### src/rtl/spi_target_if.sv
// rtl/spi_target_if.sv - SPI pins plus byte-side rx/tx handshake of the SPI target.
interface spi_target_if #(
    parameter int WIDTH = 8
);
    logic             spi_cs;
    logic             spi_sck;
    logic             spi_pico;
    logic             spi_poci;
    logic             spi_poci_oe;
    logic [WIDTH-1:0] tx_data;
    logic             tx_req;
    logic [WIDTH-1:0] rx_data;
    logic             rx_valid;
    logic             rx_first;
    logic             busy;

    modport slave (
        input  spi_cs, spi_sck, spi_pico, tx_data,
        output spi_poci, spi_poci_oe, tx_req, rx_data, rx_valid, rx_first, busy
    );

    modport master (
        output spi_cs, spi_sck, spi_pico, tx_data,
        input  spi_poci, spi_poci_oe, tx_req, rx_data, rx_valid, rx_first, busy
    );
endinterface

### src/rtl/spi_target.sv
// rtl/spi_target.sv - Mode-0 SPI responder oversampling the MCU pins on the system clock.
module spi_target #(
    parameter int   WIDTH       = 8,
    parameter int   SYNC_STAGES = 2,
    parameter logic IDLE_POCI   = 1'b1
) (
    input  logic         clk,
    input  logic         rst,
    spi_target_if.slave  bus
);
    localparam int CW = (WIDTH > 1) ? $clog2(WIDTH) : 1;

    typedef enum logic {IDLE, ACTIVE} state_t;

    logic [SYNC_STAGES-1:0] cs_sync_q, sck_sync_q, pico_sync_q;
    logic                   cs_prev_q, sck_prev_q;

    state_t           state_q, state_d;
    logic [CW-1:0]    bit_cnt_q, bit_cnt_d;
    logic [WIDTH-1:0] rx_sh_q, rx_sh_d;
    logic [WIDTH-1:0] tx_sh_q, tx_sh_d;
    logic [WIDTH-1:0] rx_data_q, rx_data_d;
    logic             rx_valid_q, rx_valid_d;
    logic             rx_first_q, rx_first_d;
    logic             tx_req_q, tx_req_d;
    logic             first_q, first_d;
    logic             reload_q, reload_d;
    logic             poci_q, poci_d;
    logic             oe_q, oe_d;

    logic cs_s, sck_s, pico_s;
    logic cs_fall, cs_rise, sck_rise, sck_fall;
    logic [WIDTH-1:0] rx_next;

    // cs synchronizer resets high so reset release never looks like a select
    always_ff @(posedge clk or posedge rst) begin
        if (rst) begin
            cs_sync_q   <= '1;
            sck_sync_q  <= '0;
            pico_sync_q <= '0;
            cs_prev_q   <= 1'b1;
            sck_prev_q  <= 1'b0;
        end else begin
            cs_sync_q   <= {cs_sync_q[SYNC_STAGES-2:0], bus.spi_cs};
            sck_sync_q  <= {sck_sync_q[SYNC_STAGES-2:0], bus.spi_sck};
            pico_sync_q <= {pico_sync_q[SYNC_STAGES-2:0], bus.spi_pico};
            cs_prev_q   <= cs_sync_q[SYNC_STAGES-1];
            sck_prev_q  <= sck_sync_q[SYNC_STAGES-1];
        end
    end

    assign cs_s     = cs_sync_q[SYNC_STAGES-1];
    assign sck_s    = sck_sync_q[SYNC_STAGES-1];
    assign pico_s   = pico_sync_q[SYNC_STAGES-1];
    assign cs_fall  = cs_prev_q & ~cs_s;
    assign cs_rise  = ~cs_prev_q & cs_s;
    assign sck_rise = sck_s & ~sck_prev_q;
    assign sck_fall = ~sck_s & sck_prev_q;
    assign rx_next  = {rx_sh_q[WIDTH-2:0], pico_s};

    always_comb begin
        state_d    = state_q;
        bit_cnt_d  = bit_cnt_q;
        rx_sh_d    = rx_sh_q;
        tx_sh_d    = tx_sh_q;
        rx_data_d  = rx_data_q;
        rx_valid_d = 1'b0;
        rx_first_d = 1'b0;
        tx_req_d   = 1'b0;
        first_d    = first_q;
        reload_d   = reload_q;
        oe_d       = oe_q;

        case (state_q)
            IDLE: begin
                if (cs_fall) begin
                    state_d   = ACTIVE;
                    tx_sh_d   = bus.tx_data;
                    tx_req_d  = 1'b1;
                    bit_cnt_d = '0;
                    rx_sh_d   = '0;
                    first_d   = 1'b1;
                    reload_d  = 1'b0;
                    oe_d      = 1'b1;
                end
            end
            ACTIVE: begin
                // deselect overrides any sck edge seen in the same cycle
                if (cs_rise) begin
                    state_d   = IDLE;
                    bit_cnt_d = '0;
                    rx_sh_d   = '0;
                    reload_d  = 1'b0;
                    oe_d      = 1'b0;
                end else if (sck_rise) begin
                    rx_sh_d = rx_next;
                    if (bit_cnt_q == CW'(WIDTH - 1)) begin
                        rx_data_d  = rx_next;
                        rx_valid_d = 1'b1;
                        rx_first_d = first_q;
                        first_d    = 1'b0;
                        bit_cnt_d  = '0;
                        reload_d   = 1'b1;
                    end else begin
                        bit_cnt_d = bit_cnt_q + CW'(1);
                    end
                end else if (sck_fall) begin
                    if (reload_q) begin
                        tx_sh_d  = bus.tx_data;
                        tx_req_d = 1'b1;
                        reload_d = 1'b0;
                    end else begin
                        tx_sh_d = tx_sh_q << 1;
                    end
                end
            end
            default: state_d = IDLE;
        endcase

        poci_d = (state_q == ACTIVE && !cs_rise) ? tx_sh_q[WIDTH-1] : IDLE_POCI;
    end

    always_ff @(posedge clk or posedge rst) begin
        if (rst) begin
            state_q    <= IDLE;
            bit_cnt_q  <= '0;
            rx_sh_q    <= '0;
            tx_sh_q    <= '0;
            rx_data_q  <= '0;
            rx_valid_q <= 1'b0;
            rx_first_q <= 1'b0;
            tx_req_q   <= 1'b0;
            first_q    <= 1'b0;
            reload_q   <= 1'b0;
            poci_q     <= IDLE_POCI;
            oe_q       <= 1'b0;
        end else begin
            state_q    <= state_d;
            bit_cnt_q  <= bit_cnt_d;
            rx_sh_q    <= rx_sh_d;
            tx_sh_q    <= tx_sh_d;
            rx_data_q  <= rx_data_d;
            rx_valid_q <= rx_valid_d;
            rx_first_q <= rx_first_d;
            tx_req_q   <= tx_req_d;
            first_q    <= first_d;
            reload_q   <= reload_d;
            poci_q     <= poci_d;
            oe_q       <= oe_d;
        end
    end

    assign bus.spi_poci    = poci_q;
    assign bus.spi_poci_oe = oe_q;
    assign bus.tx_req      = tx_req_q;
    assign bus.rx_data     = rx_data_q;
    assign bus.rx_valid    = rx_valid_q;
    assign bus.rx_first    = rx_first_q;
    assign bus.busy        = (state_q == ACTIVE);
endmodule

### src/flat_wrapper.sv
// flat-port wrapper written by rule: the top's interface ports become plain ports
module spi_target_flat 
#(
    parameter int   WIDTH       = 8,
    parameter int   SYNC_STAGES = 2,
    parameter logic IDLE_POCI   = 1'b1
)
  (clk, rst, bus_spi_cs, bus_spi_sck, bus_spi_pico, bus_tx_data, bus_spi_poci, bus_spi_poci_oe, bus_tx_req, bus_rx_data, bus_rx_valid, bus_rx_first, bus_busy);
  spi_target_if #(.WIDTH(WIDTH)) bus_i ();
  input  logic clk;
  input  logic rst;
  input wire logic [$bits(bus_i.spi_cs)-1:0] bus_spi_cs;
  input wire logic [$bits(bus_i.spi_sck)-1:0] bus_spi_sck;
  input wire logic [$bits(bus_i.spi_pico)-1:0] bus_spi_pico;
  input wire logic [$bits(bus_i.tx_data)-1:0] bus_tx_data;
  output wire logic [$bits(bus_i.spi_poci)-1:0] bus_spi_poci;
  output wire logic [$bits(bus_i.spi_poci_oe)-1:0] bus_spi_poci_oe;
  output wire logic [$bits(bus_i.tx_req)-1:0] bus_tx_req;
  output wire logic [$bits(bus_i.rx_data)-1:0] bus_rx_data;
  output wire logic [$bits(bus_i.rx_valid)-1:0] bus_rx_valid;
  output wire logic [$bits(bus_i.rx_first)-1:0] bus_rx_first;
  output wire logic [$bits(bus_i.busy)-1:0] bus_busy;
  assign bus_i.spi_cs = bus_spi_cs;
  assign bus_i.spi_sck = bus_spi_sck;
  assign bus_i.spi_pico = bus_spi_pico;
  assign bus_i.tx_data = bus_tx_data;
  assign bus_spi_poci = bus_i.spi_poci;
  assign bus_spi_poci_oe = bus_i.spi_poci_oe;
  assign bus_tx_req = bus_i.tx_req;
  assign bus_rx_data = bus_i.rx_data;
  assign bus_rx_valid = bus_i.rx_valid;
  assign bus_rx_first = bus_i.rx_first;
  assign bus_busy = bus_i.busy;
  spi_target #(.WIDTH(WIDTH), .SYNC_STAGES(SYNC_STAGES), .IDLE_POCI(IDLE_POCI)) u_core (.clk(clk), .rst(rst), .bus(bus_i));
endmodule
### config.mk
export PLATFORM = sky130hd
export DESIGN_NAME = spi_target_flat
export DESIGN_NICKNAME = d
export VERILOG_FILES = /design/src/rtl/spi_target_if.sv /design/src/rtl/spi_target.sv /design/src/flat_wrapper.sv
export SDC_FILE = /design/constraint.sdc
export NUM_CORES = 1
export LEC_CHECK = 0
export CAP_MARGIN = 0
export CORE_MARGIN = 8
export CORE_UTILIZATION = 55
export CTS_BUF_LIST = sky130_fd_sc_hd__clkbuf_4
export CTS_CLUSTER_DIAMETER = 30
export DETAILED_ROUTE_END_ITERATION = 12
export MAX_ROUTING_LAYER = met4
export PLACE_DENSITY = 0.81
export SLEW_MARGIN = 20
export SYNTH_ARGS = -nofsm -noshare
export SYNTH_HDL_FRONTEND = slang
export SYNTH_SLANG_ARGS = --single-unit
### constraint.sdc
create_clock -name clk -period 2.16 [get_ports clk]
set_input_delay 0.324 -clock clk [delete_from_list [all_inputs] [get_ports clk]]
set_output_delay 0.324 -clock clk [all_outputs]
set_load 0.02 [all_outputs]
---- Word-level counts from Yosys, hierarchy flattened ----
Index checks and enable logic that the tools add are counted.
storage, ports and cells
  register bits ........................... 42
  output and inout port bits .............. 14
  logic and storage cells ................. 92
operators by class
  bitwise logic cells ..................... 10
  equal/unequal tests ..................... 11
  add/sub/neg operators ................... 1
  multiplexer cells ....................... 45
  reduce and logical (&&, ||, !) cells .... 8
operators with widths
  operator             number
  $mux 8               5
  $mux 1               25
  $mux 7               3
  $pmux 8 s2           1
  $pmux 7 s2           1
  $mux 3               4
  $ne 2x2->1 const B   6
  $reduce_and 4->1     3
  $pmux 1 s2           5
  $ne 4x4->1 const B   2
  $not 1->1            6
  $pmux 3 s2           1
  $and 1x1->1          4
  $reduce_and 2->1     2
  $add 3x1->3 const B  1
  $eq 3x3->1 const B   1
  $ne 3x3->1 const B   1
  $reduce_and 3->1     1
  $ne 2x1->1 const B   1
  $logic_and 1x1->1    1
  $logic_not 1->1      1

---- Depth between registers and ports, before layout ----
Gate-level depths: netlist of the first run.
  word-level depth ........................ 6
  depth in mapped cells ................... 6
  mapped depth without buffers ............ 5

---- Worst setup path after synthesis of the first run ----
OpenSTA, ideal clock, no wires.
  path kind ............................... register -> register
  start ................................... register u_core.state_q (netlist: u_core.bus.busy)
  end ..................................... register u_core.tx_sh_q[1]
  stages on the path, launching flop included .. 5
  data required time ...................... 2.035 ns
  slack ................................... 0.610 ns
  arrival time ............................ 1.425 ns
  setup time .............................. 0.125 ns
  cell sequence ........................... dfrtp_1 -> nand2b_1 -> clkbuf_1 -> mux2_2 -> mux2_4
between the ends
  longest elaborated chain between the ends .. 3
  elaborated cells between the ends (all ways) .. 7
  classes of those cells .................. 4 x eq/ne; 1 x mux; 1 x bitwise; 1 x reduce/logical
ends and longest elaborated chain
  item                               line               text
  start: declaration                 spi_target.sv:18   state_t state_q, state_d;
  start signal: assignment           spi_target.sv:138  state_q <= state_d;
  $not 1->1                          spi_target.sv:74   case (state_q)
  $ne 2x1->1 (no source line)        -
  $reduce_and 4->1 (no source line)  -
  end signal: assignment             spi_target.sv:141  tx_sh_q <= tx_sh_d;
  end: declaration                   spi_target.sv:21   logic [WIDTH-1:0] tx_sh_q, tx_sh_d;
Parallel ways exist; a longest one is shown, timed or not.
A chain may end at the register's enable or synchronous reset.

---- Worst setup path in the final report of the first run ----
  start ................................... register u_core.poci_q (netlist: u_core.bus.spi_poci)
  end ..................................... output bus_spi_poci
RTL lines
  item                      line                text
  start: declaration        spi_target.sv:28    logic poci_q, poci_d;
  start signal: assignment  spi_target.sv:148   poci_q <= poci_d;
  end: declaration          flat_wrapper.sv:16  output wire logic [$bits(bus_i.spi_poci)-1:0] bus_spi_poci;
No word-level cell between the ends.

==> summary by stage, run 1 <==
Setup path
Of all nets on the critical path, the largest fanout is 1. Together, buffers and inverters on the worst path number 1. The worst register-to-register path has a depth of 3. The required time of the worst setup path is about 1.8 ns. In this design, the stage delay of the slowest critical-path cell is 0.60 ns. STA puts the critical path data arrival time at approximately 1.5 ns. The standard cell with the maximum stage delay on the critical path is clkdlybuf4s50_1. The terminus of the critical flop-to-flop path is u_core.tx_sh_q[7]. The category of the most critical setup path is flip-flop to output pin.

The worst setup path is launched from a flip-flop. The cell family contributing the most delay on the critical path is buffers and inverters. Traced cell by cell, the critical path runs through clkdlybuf4s50_1. The nature of the critical path endpoint is an output pin. The register-to-register setup slack is approximately 0.43 ns.

In this run the critical register-to-register path is launched from u_core.cs_prev_q.

Clock tree
The number of buffers on the longest clock path is 2. After clock tree synthesis, the repair step resized 0 gates. The tree is rooted in a clkbuf_4. The CTS clock-pin slew for the worst setup and hold paths is about 0.12 ns. The total number of clock tree sinks is between 40 and 50. Buffers inserted to repair hold after CTS numbered 0. The total clock buffers created by CTS is 5. The clock tree from TritonCTS is yes. The post-CTS setup repair buffer count is 0.

The CTS H-tree depth is 2. The later pin in the worst-skew pair is clocked with a latency of between 0.3 and 0.4 ns.

GRT
The pin count of the biggest net entering global routing is 43. The remaining global-route overflow is 0. The via count of the first global-routing pass is about 1300.

The first global-routing pass estimated approximately 5800 microns of wire. The overall routing resource usage is between 10% and 20%. The initial antenna violation count was 0.

Routing
The final route contains ~1100 vias. The final wirelength is approximately 3400 microns. In the routed design, unresolved DRC markers number 0. The detailed router's first-iteration violation count is 56. In this run the remaining antenna-violating nets after routing total 0.

The final routed wire length divided by cell count is 15.44 microns. Before antenna repair, the detailed router went through 4 iterations. The mean number of vias per cell is 5.228.

Synthesis
Counting instances in the post-synthesis netlist gives the leading cell types as dfrtp_1 (38), inv_1 (17), mux2_2 (15), o31ai_1 (10), nand4_1 (9). The number of cells produced by synthesis is between 100 and 150. dfrtp_1 is the most common cell in the netlist.

The number of nets handed over by synthesis was between 150 and 200. Counting flops with an async set or reset pin after synthesis yields a share of between 90% and 100%. The synthesized design contains 0 enable-type register cells.

The number of distinct library cells after synthesis is 31. The share of the Yosys chip area taken by registers is 57.34%. The proportion of netlist area held by the largest area contributor is 51.63%. By area the synthesized netlist is led by dfrtp_1 (52%), mux2_2 (9.2%), dfstp_2 (5.7%). The top flip-flop cell by instance count after synthesis is dfrtp_1. The total of warnings raised by yosys is 0. The area of the mapped netlist is about 1800 sq um.

After synthesis the netlist holds a flip-flop and latch count of 42. The mean cell area of the mapped netlist is around 13 sq um. The biggest area consumer among synthesized cells is dfrtp_1.

Power and ir drop
The peak ir drop on the vdd network is 0.4900 mV. The power density over cell area is approximately 800 nW/um^2. Total power for the finished layout comes to between 1.5 and 2 mW. The reported leakage power is 1.030 nW.

Floorplan
27 I/O pins were placed. Once the floorplan was initialized, standard cells occupied between 50% and 60% of the core. The width of the die is roughly 74 microns. The die span in y is about 74 microns. The die outline area is between 5000 and 6000 sq um. The initialized floorplan defines 21 standard-cell rows. The core region is roughly 3300 sq um.

Timing
Setup violations remaining at the end of the flow were counted as 0. Setup repair after global routing left no endpoint under its margin. The total count of hold-check failures in the final report was 0. The relative max-transition margin is 66.70%. The final clock period utilization by the worst path is between 80% and 90%. The max-slew violation count is 0.

For the pin with the worst max-slew slack, the measured transition is roughly 0.50 ns. Timing would allow up to 552.4 MHz. The worst-case clock skew is ~0.0063 ns.

After routing, the total negative slack on setup checks comes to 0 ns. The minimum period implied by the final worst setup slack is about 1.8 ns.

Final layout
Across the whole layout, storage elements account for about 1100 sq um. The multi-input logic area is 675.6 sq um. The number of antenna repair diodes is 0. The synthesis-to-finish area growth is 20.58%. The filler cells instantiated in the layout total approximately 250.

The post-layout net count is 191. The post-route netlist has roughly a quarter of its cells at a drive strength greater than 1.

Hold path
The launch point of the worst hold path is u_core.sck_sync_q[0]. The min-delay analysis places its worst path in the category flip-flop to flip-flop. The destination of the worst hold path is u_core.sck_sync_q[1]. The worst hold path was traced through 0 stages.

Flow run
Max-cap violations in this run came to 0.

Outcome
The flow ran to the end, and the final reports show no timing, DRC or antenna violations.

Placed design
The HPWL reported at the end of detailed placement is approximately 2400 microns. Routability-driven placement finished with a final weighted congestion of 0.7548. Port buffering added 26 buffers.
layout make-up:
cell class              instances  share of cell area (%)
flip-flops and latches         42                   47.55
multi-input cells              76                   30.42
repair buffers                 30                   13.07
inverters                      17                   2.873
well taps                      46                   2.592
clock inverters                 3                   1.803
clock buffers                   5                   1.690
cells by family (layout without fill, tap and decap cells):
family | count (synthesis) | after routing | share of synthesized area, %
DFF | 42 | 42 | 57.34
AOI/OAI and AO/OA | 20 | 20 | 8.152
and+or+nand+nor | 27 | 27 | 9.035
buffers and inverters | 25 | 55 | 5.978
muxes | 23 | 23 | 15.42
adders and majority gates | 6 | 6 | 4.076
registers in the layout, indices dropped and copies added (netlist names), 2 cells and up:
signal / flops
u_core.bit_cnt_q: 3
u_core.pico_sync_q: 2
u_core.tx_sh_q: 8
u_core.rx_sh_q: 7
u_core.cs_sync_q: 2
u_core.bus.rx_data: 8
u_core.sck_sync_q: 2
routing by layer:
metal / GRT usage [%] / vias up / routed length (microns)
met1: 15.77 / 560 / 1505
met4: 7.761 / 0 / 70
met5: - / - / 0
met3: 4.093 / 8 / 160
met2: 23.13 / 22 / 1645
li1: - / 555 / -
stage by stage:
| step | instance area (sq um) | cells | util, % | hold slack (ns) | worst slack [ns] |
|---|---|---|---|---|---|
| 2_1_floorplan | 1842 | 143 | - | 0.3285 | 0.6103 |
| 3_3_place_gp | 2143 | 211 | 65.26 | 0.3323 | 0.4714 |
| 3_5_place_dp | 2143 | 211 | 65.26 | 0.3403 | 0.4391 |
| 4_1_cts | 2221 | 219 | 67.62 | 0.3649 | 0.3253 |
| 5_1_grt | 2221 | 219 | 67.62 | 0.3648 | 0.2968 |
| 6_report | 2221 | 219 | 67.62 | 0.3622 | 0.3498 |
how the worst max path moves through the flow:
| stage | from | end | slack [ns] | cells past startpoint |
|---|---|---|---|---|
| final | u_core.bus.spi_poci | bus_spi_poci | 0.35 | 1 |
| after global routing | u_core.bus.spi_poci | bus_spi_poci | 0.30 | 1 |
| after CTS | u_core.bus.spi_poci | bus_spi_poci | 0.33 | 1 |
| after detailed placement | u_core.cs_prev_q | u_core.tx_sh_q[3] | 0.44 | 3 |
| after global placement | u_core.cs_prev_q | u_core.tx_sh_q[3] | 0.47 | 3 |
| after floorplan | u_core.bus.busy | u_core.tx_sh_q[1] | 0.61 | 4 |
cells in the final DEF (no fill, tap or decap), types with 3 or more instances in the layout:
master           instances
dfstp_2                  4
mux2_4                   7
buf_4                    4
clkdlybuf4s50_1         26
dfrtp_1                 38
nand4_1                  9
clkbuf_4                 5
nand2_1                  3
o31ai_1                 10
nor2_1                   4
nand3_1                  3
ha_1                     6
mux2_2                  15
inv_1                   17
report_power, final:
group / switching [mW] / internal [mW]
Clock: 0.247 / 0.240
Sequential: 0.0619 / 0.897
Combinational: 0.140 / 0.205
No activity file was read; power rests on OpenSTA's default activity.
==> run 2, diff against run 1 <==
CORE_UTILIZATION = 50   (was 55)
PLACE_DENSITY = 0.77   (was 0.81)
clock period = 1.65 ns   (was 2.16 ns; I/O delays follow)
==> summary by stage, run 2 (synthesis gave the netlist of run 1 again) <==
Flow run
The max-capacitance violation count is 0 (unchanged).

Routing
The iteration count of the initial detailed-routing pass was 6 (was 4). The number of vias in the routed layout was 1212 (was 1145). The mean number of vias per cell came to 5.411 (was 5.228). The final routed wire length divided by cell count is 15.81 microns (was 15.44 microns). The remaining routing DRC violations is 0 (unchanged). The number of nets with antenna violations after routing is 0 (unchanged). The final wirelength was 3541 microns (was 3381 microns). The detailed router's first-iteration violation count came to 57 (was 56).

Final layout
The final design instance area without fill is 2245 sq um (was 2221 sq um). The share of final-layout standard cells stronger than drive strength 1 is 25.00% (was 24.28%). The synthesis-to-finish area growth is 21.87% (was 20.58%). The most common library cell in the layout ignoring fill and taps is dfrtp_1 (unchanged).

The non-filler instance count after layout was 224 (was 219). The post-layout net count is 194 (was 191). Commonest cells after routing, fill and taps aside: dfrtp_1 (38), clkdlybuf4s50_1 (23), inv_1 (17) (was dfrtp_1 (38), clkdlybuf4s50_1 (26), inv_1 (17)). The number of antenna repair diodes is 0 (unchanged).

Power and ir drop
The sum of internal, switching and leakage power is 2.173 mW (was 1.790 mW). The share of power burned in registers is 57.8% (was 53.6%). The net switching power figure is 0.5771 mW (was 0.4487 mW). The power density over cell area is 968.2 nW/um^2 (was 806.0 nW/um^2).

The share of total power in the clock network is 21.1% (was 27.2%). The proportion of total power due to net switching came to 26.55% (was 25.06%). The internal power consumption came to 1.596 mW (was 1.341 mW). The combinational share of power is 21.1% (was 19.2%). The reported leakage power is 1.041 nW (was 1.030 nW). The peak ir drop on the vdd network is 0.4938 mV (was 0.4900 mV).

Floorplan
The effective utilization at floorplan is 51.08% (was 56.08%). The width of the die was 76.69 microns (was 73.87 microns). The core footprint was 3606 sq um (was 3284 sq um). The total I/O pin count is 27 (unchanged).

The number of placement rows is 22 (was 21). The die span in y is 76.69 microns (was 73.87 microns). The die outline area is 5881 sq um (was 5456 sq um).

Timing
The maximum operating frequency is between 600 and 700 MHz. The minimum period implied by the final worst setup slack is 1.574 ns. The total count of hold-check failures in the final report was 0 (unchanged).

Dividing the final minimum period by the clock period gives a little over nine tenths. The number of failing setup endpoints in the final timing report is 0 (unchanged). Setup repair after global routing missed its margin: false (unchanged). The relative max-transition margin is 70.58% (was 66.70%). The max-slew violation count came to 0 (unchanged).

The worst-case clock skew came to 0.01436 ns (was 0.006315 ns). The actual slew at the worst max-slew pin is 0.4388 ns (was 0.4995 ns).

Setup path
The register-to-register setup slack came to 0.10 ns (was 0.43 ns). The largest delay contributor family on the critical path is buffers and inverters (unchanged). The startpoint type of the worst setup path is a flip-flop (unchanged). The terminus of the critical flop-to-flop path is u_core.bus.rx_data[6] (was u_core.tx_sh_q[7]). The standard cell with the maximum stage delay on the critical path is clkdlybuf4s50_1 (unchanged).

The sum of buffers and inverters on the critical path is 1 (unchanged). The endpoint of the worst setup timing path was bus_rx_data[3] (was bus_spi_poci). The launch point of the worst reg-to-reg path is u_core.cs_prev_q (unchanged). The cell depth of the worst setup path is 1 (unchanged). The category of the most critical setup path is flip-flop to output pin (unchanged).

The critical path's largest stage delay came to 0.62 ns (was 0.60 ns). The nature of the critical path endpoint is an output pin (unchanged). The worst reg-to-reg path cell count is 4 (was 3). The required time of the worst setup path was 1.40 ns (was 1.84 ns). The worst-path maximum fanout is 2 (was 1). The data arrival time of the worst path is 1.33 ns (was 1.49 ns). Critical path, cell by cell: clkdlybuf4s50_1 (unchanged). The source of the critical timing path is u_core.bus.rx_data[3] (was u_core.bus.spi_poci).

Clock tree
The CTS H-tree depth came to 2 (unchanged). The total clock buffers created by CTS is 5 (unchanged). The insertion delay of the later-clocked pin in the worst-skew pair came to 0.35 ns (about the same). The buffer cell driving the clock tree root is clkbuf_4 (unchanged). The CTS clock-pin slew for the worst setup and hold paths is 0.12 ns (about the same). The number of buffers on the longest clock path is 2 (unchanged). The clock tree from TritonCTS is yes (unchanged). The total number of clock tree sinks was 42 (unchanged). The cts-stage hold buffer count is 0 (unchanged).

GRT
The remaining global-route overflow is 0 (unchanged). The wire length of the first global-routing pass is 6127 microns (was 5782 microns). The pin count of the biggest net entering global routing is 43 (unchanged).

The overall routing resource usage is 13.12% (was 14.39%). The initial antenna violation count came to 0 (unchanged). The via count of the first global-routing pass is 1273 (was 1267).

Hold path
The path category of the worst min-delay check was primary input to asynchronous set/reset pin (was flip-flop to flip-flop).

Placed design
The placed standard-cell area is 2173 sq um (was 2143 sq um). The count of input and output buffers is 26 (unchanged). The cell count after placement is 215 (was 211). The HPWL reported at the end of detailed placement is 2390 microns (was 2398 microns). The weighted congestion reported at the end of routability-driven placement was 0.8266 (was 0.7548).

Outcome
Outcome: complete, no violations (unchanged).
==> run 2: cell count changes in the layout (fill, tap and decap cells not counted), sizes merged <==
cell	previous run	this run
buf	4	7
clkdlybuf4s50	26	23
dlygate4sd2	0	2
bufinv	1	0
clkinv	2	3
dlymetal6s2s	0	1
==> run 2: metal layers <==
metal | GRT usage, % | vias up | routed length [microns]
li1 | - | 559 | -
met1 | 15.00 | 615 | 1523
met2 | 20.65 | 32 | 1803
met3 | 4.895 | 6 | 164
met4 | 4.615 | 0 | 50
met5 | - | - | 0
==> run 2: per-stage QoR <==
| step | utilization, % | hold WS (ns) | setup slack [ns] | setup TNS [ns] |
|---|---|---|---|---|
| after global routing | 62.25 | 0.2861 | 0.02357 | 0 |
| after floorplan | - | 0.2520 | 0.1003 | 0 |
| after CTS | 61.83 | 0.2732 | 0.01402 | 0 |
| final | 62.25 | 0.2614 | 0.07625 | 0 |
| after detailed placement | 60.27 | 0.3409 | -0.1356 | -1.057 |
| after global placement | 60.27 | 0.3320 | 0.03312 | 0 |
==> run 2: worst min path at each step <==
stage | from | to | slack (ns) | depth (start not counted)
3_3_place_gp | u_core.sck_sync_q[0] | u_core.sck_sync_q[1] | 0.33 | 0
6_report | rst | u_core.bus.rx_first | 0.26 | 3
4_1_cts | rst | u_core.bus.tx_req | 0.27 | 3
3_5_place_dp | u_core.sck_sync_q[0] | u_core.sck_sync_q[1] | 0.34 | 0
2_1_floorplan | bus_spi_cs | u_core.cs_sync_q[0] | 0.25 | 0
5_1_grt | rst | u_core.bus.tx_req | 0.29 | 3
==> run 2: power groups by stage <==
stage	registers [mW]	clock network, mW	logic, mW
global route	1.27	0.528	0.495
global placement	1.27	0	0.436
CTS	1.26	0.482	0.459
finish	1.26	0.459	0.458
detailed placement	1.28	0	0.459
floorplan	1.27	0	0.325
==> run 2: cell type report <==
class,count,area (sq um)
clock buffer,5,37.54
sequential,42,1056
clock inverter,3,11.26
timing repair buffer,33,325.3
tap,48,60.06
multi-input combinational,76,690.7
inverter,17,63.81
fill,284,1361
==> run 2: repair_timing <==
action	4_1_cts	5_1_grt
endpoints found under the setup margin	18	8
gates cloned	0	0
gates resized for setup	4	2
buffers inserted	0	1
==> edit 1, RTL diff (flow settings as in run 1) <==
`WIDTH` is set to 8 in 3 places; all go to 16.
--- a/src/rtl/spi_target_if.sv
+++ b/src/rtl/spi_target_if.sv
@@ -1,6 +1,6 @@
 // rtl/spi_target_if.sv - SPI pins plus byte-side rx/tx handshake of the SPI target.
 interface spi_target_if #(
-    parameter int WIDTH = 8
+    parameter int WIDTH = 16
 );
     logic             spi_cs;
     logic             spi_sck;
--- a/src/rtl/spi_target.sv
+++ b/src/rtl/spi_target.sv
@@ -1,6 +1,6 @@
 // rtl/spi_target.sv - Mode-0 SPI responder oversampling the MCU pins on the system clock.
 module spi_target #(
-    parameter int   WIDTH       = 8,
+    parameter int   WIDTH       = 16,
     parameter int   SYNC_STAGES = 2,
     parameter logic IDLE_POCI   = 1'b1
 ) (
--- a/src/flat_wrapper.sv
+++ b/src/flat_wrapper.sv
@@ -1,7 +1,7 @@
 // flat-port wrapper written by rule: the top's interface ports become plain ports
 module spi_target_flat 
 #(
-    parameter int   WIDTH       = 8,
+    parameter int   WIDTH       = 16,
     parameter int   SYNC_STAGES = 2,
     parameter logic IDLE_POCI   = 1'b1
 )
Ports: changed (resized bus_rx_data and bus_tx_data); port bits go from 27 to 43. The function was not compared with the original's and may differ.
==> edit 1 against run 1 <==
Design area grew 52%; power up 39%; worst setup slack worse by 0.10 ns; maximum frequency down 5.5%; routed wire length grew 41%; count of clock-buffer cells in the layout is 6 higher; critical endpoint is now bus_busy; first-iteration DRC count increased by 95%; combinational power increased by 9.6%; clock skew grew 0.0032 ns; cell count grew 65%; synthesized area rose by 51%; sequential cell count increased by 25; core utilization increased by 0.38 points; clock power is 31% higher.
==> edit 1: results (changes against run 1) <==
Fin Clk Skew = 0.00948 ns (+0.00316 ns)
Final clock-cell share = 0.0303 (-0.00462)
Hold/Removal Path Class = primary input to asynchronous set/reset pin
status = finished clean
multi-input logic portion of the cell area = 0.296 (-0.00848)
post-DP HPWL = 3230 um (+35%)
main area contributors after synthesis = dfrtp_1 57%, nand2_1 7.0%, o21ai_0 6.0%
syn_nets = 266 (+64%)
wire per inst = 13.2 um (-15%)
nets = 312 (+63%)
Clock Pin Slew Worst Setup and Hold Paths = 0.10 ns (-0.02 ns)
Non-clk bufs = 48 (+60%)
DR iter-0 viols = 109 (+95%)
peak supply drop = 439 uV (-10%)
detailed-route wire length = 4770 um (+41%)
Vias per Instance = 5.00 (-4.4%)
Met1 Wirelength = 2200 um (+46%)
sequential fraction of the synthesis area = 0.606 (+0.0326)
largest net degree at the start of global routing = 68 (+58%)
clkbuf count = 11 (+6)
share of layout cells above drive strength 1 = 0.151 (-0.0921)
Post-synth top cells = 63 x dfrtp_1, 52 x nand2_1, 33 x o21ai_0, 16 x mux2i_1, 9 x inv_1
met1 Track Usage GR = 0.163 (+0.00564)
comb_multi_in = 152 (+100%)
Filler Cells Inserted = 399 (+63%)
CP arrival = 1.59 ns (+0.10 ns)
==> edit 1: cell count changes after synthesis, sizes merged, moves of 8 or more <==
cell	change
o21ai	+33
inv	-8
nand4	-10
o31ai	-10
mux2i	+15
nand2	+49
dfrtp	+25
==> edit 1: path summary, 6_finish.rpt <==
kind	end	start	depth (start not counted)	slack (ns)
min in group clk	u_core.cs_sync_q[0]	bus_spi_cs	1	0.34
max in group asynchronous	u_core.cs_sync_q[0]	rst	3	1.51
min reg2reg	u_core.cs_sync_q[1]	u_core.cs_sync_q[0]	0	0.36
min	u_core.bus.rx_data[11]	rst	3	0.31
max	bus_busy	u_core.bus.busy	1	0.25
max reg2reg	u_core.bus.rx_data[15]	u_core.bit_cnt_q[0]	4	0.47
==> edit 1: power by group <==
part / leakage (nW) / internal, mW / total (mW) / switching [mW]
clock network: 0.0608 / 0.247 / 0.637 / 0.390
logic: 0.674 / 0.172 / 0.377 / 0.205
registers: 0.875 / 1.39 / 1.47 / 0.0798
total: 1.61 / 1.81 / 2.49 / 0.675
==> edit 2, RTL diff (config.mk and constraints of run 1) <==
Made on the original files. Reset style: synchronous (`rst`), changed in 2 clocked blocks.
--- a/src/rtl/spi_target.sv
+++ b/src/rtl/spi_target.sv
@@ -33,7 +33,7 @@
     logic [WIDTH-1:0] rx_next;
 
     // cs synchronizer resets high so reset release never looks like a select
-    always_ff @(posedge clk or posedge rst) begin
+    always_ff @(posedge clk) begin
         if (rst) begin
             cs_sync_q   <= '1;
             sck_sync_q  <= '0;
@@ -120,7 +120,7 @@
         poci_d = (state_q == ACTIVE && !cs_rise) ? tx_sh_q[WIDTH-1] : IDLE_POCI;
     end
 
-    always_ff @(posedge clk or posedge rst) begin
+    always_ff @(posedge clk) begin
         if (rst) begin
             state_q    <= IDLE;
             bit_cnt_q  <= '0;
Check against the original RTL: differs if rst is asserted again (counterexample within 4 cycles, from zero or initial values and one cycle with rst high); with rst held inactive, the same outputs for 10 cycles.
==> edit 2 against run 1 <==
Synthesized area down 5.6%; synthesized cell count grew 22%; sequential share of layout area is 7.0 points lower; design area shrank 6.7%; critical path depth unchanged; worst setup slack worse by 0.19 ns; routed wire length fell by 13%; sequential cell count did not move; core utilization increased by 0.81 points; first-iteration DRC count fell by 36%; highest routed layer unchanged.
Power is not compared: it rests on default switching activity, and its combinational part moved more than twofold at a synthesized area within 25%.
==> edit 2: results (changes against run 1) <==
largest net degree at the start of global routing = 25 (-42%)
clk root buf = clkbuf_4
critical path fanouts, max = 14 (+13)
CP max stage cell = clkdlybuf4s50_1
Clock Pin Slew Worst Setup and Hold Paths = 0.10 ns (-0.02 ns)
CP top delay family = buffers and inverters
peak supply drop = 474 uV
post-CTS setup buffer count = 0 (unchanged)
post-CTS resize count = 0 (unchanged)
nets = 221 (+16%)
main area contributors after synthesis = dfxtp_1 48%, mux2i_1 14%, nand2b_1 5.0%
wire per inst = 12.0 um (-22%)
Gate power share = 0.098
Post-synth top flop = dfxtp_1
syn_nets = 193 (+19%)
sw frac = 0.232
DR iter-0 viols = 36 (-36%)
Hold/Removal Path Class = register to register
first-pass GRT wire length = 4980 um (-14%)
Worst-Margin Slew = 0.605 ns (+0.106 ns)
PortBufs = 26 (unchanged)
post-DP HPWL = 2170 um (-9.4%)
slowest stage delay, CP = 0.71 ns (+0.11 ns)
Hold Fails Final Rpt = 0 (unchanged)
maximum clock insertion buffer count = 2 (unchanged)
synth unique cells = 29 (-6.5%)
total track usage = 0.122 (-0.0214)
Flop pwr share = 0.639
Fin Clk Skew = 0.00879 ns (+0.00247 ns)
Post-synth top cells = 42 x dfxtp_1, 24 x mux2i_1, 23 x nor2_1, 14 x nand2b_1, 11 x nand2_1
status = finished clean
first-pass iteration count of the detailed router = 4 (unchanged)
routability cong. = 0.832 (+10%)
Static Leak = 0.842 nW
ys async rst share = 0 (-1.00)
Num CTS Buffers = 5 (unchanged)
warnings from Yosys = 0 (unchanged)
CTS HTree Levels = 2 (unchanged)
Vias per Instance = 5.01 (-4.1%)
vias in the first global route = 1183 (-6.6%)
sequential fraction of the synthesis area = 0.483 (-0.0899)
share of layout cells above drive strength 1 = 0.0995 (-0.143)
initial antenna violation count = 0 (unchanged)
Skew-Pair Late Insertion Delay = 0.34 ns
Antenna Cells = 0 (unchanged)
[edit 2: changes by cell type in the layout (fill, tap and decap cells not counted), moves of 9 or more]
cell and change:
dfxtp_1 +42, nand2b_1 +12, nor2_1 +19, mux2i_1 +23, inv_1 -11, dfrtp_1 -38
nand4_1 -9, mux2_2 -15, o31ai_1 -10
[edit 2: final timing paths]
kind / startpoint / to / slack [ns] / cells after the start
worst max-delay path: u_core.bus.busy / bus_busy / 0.16 / 1
worst min-delay path: u_core.cs_sync_q[0] / u_core.cs_sync_q[1] / 0.43 / 1
worst max register to register: u_core.bus.busy / u_core.tx_sh_q[3] / 0.44 / 4
worst min register to register: u_core.cs_sync_q[0] / u_core.cs_sync_q[1] / 0.43 / 1
[edit 2: metrics by stage]
stage,total power [mW],util,cell area (um2),worst slack (ns),std cells
2_1_floorplan,0.909,-,1740,0.694,174
3_3_place_gp,0.948,0.671,2030,0.516,239
3_5_place_dp,0.953,0.671,2030,0.449,239
4_1_cts,1.28,0.684,2070,0.121,245
5_1_grt,1.32,0.684,2070,0.0560,245
6_report,1.27,0.684,2070,0.160,245
[edit 2: area by class of cell]
type	count	area [um2]
Tap cell	44	55.1
Clock inverter	1	3.75
Fill cell	237	956
Sequential cell	42	841
Timing Repair Buffer	30	290
Inverter	6	22.5
Multi-Input combinational cell	117	822
Clock buffer	5	37.5
[edit 2: kinds of logic after synthesis]
logic type / Yosys count / synth area share
buffers and inverters: 15 / 0.0439
muxes: 24 / 0.138
DFF: 42 / 0.483
and+or+nand+nor: 65 / 0.195
AOI/OAI and AO/OA: 22 / 0.0964
adders and majority gates: 6 / 0.0432
[edit 2: routing by layer]
layer,vias to the layer above,global-route usage,part of all wire
met1,555,0.133,0.48
met3,5,0.0386,0.050
met2,27,0.198,0.46
li1,641,-,-
met4,0,0.0612,0.014
met5,-,-,0
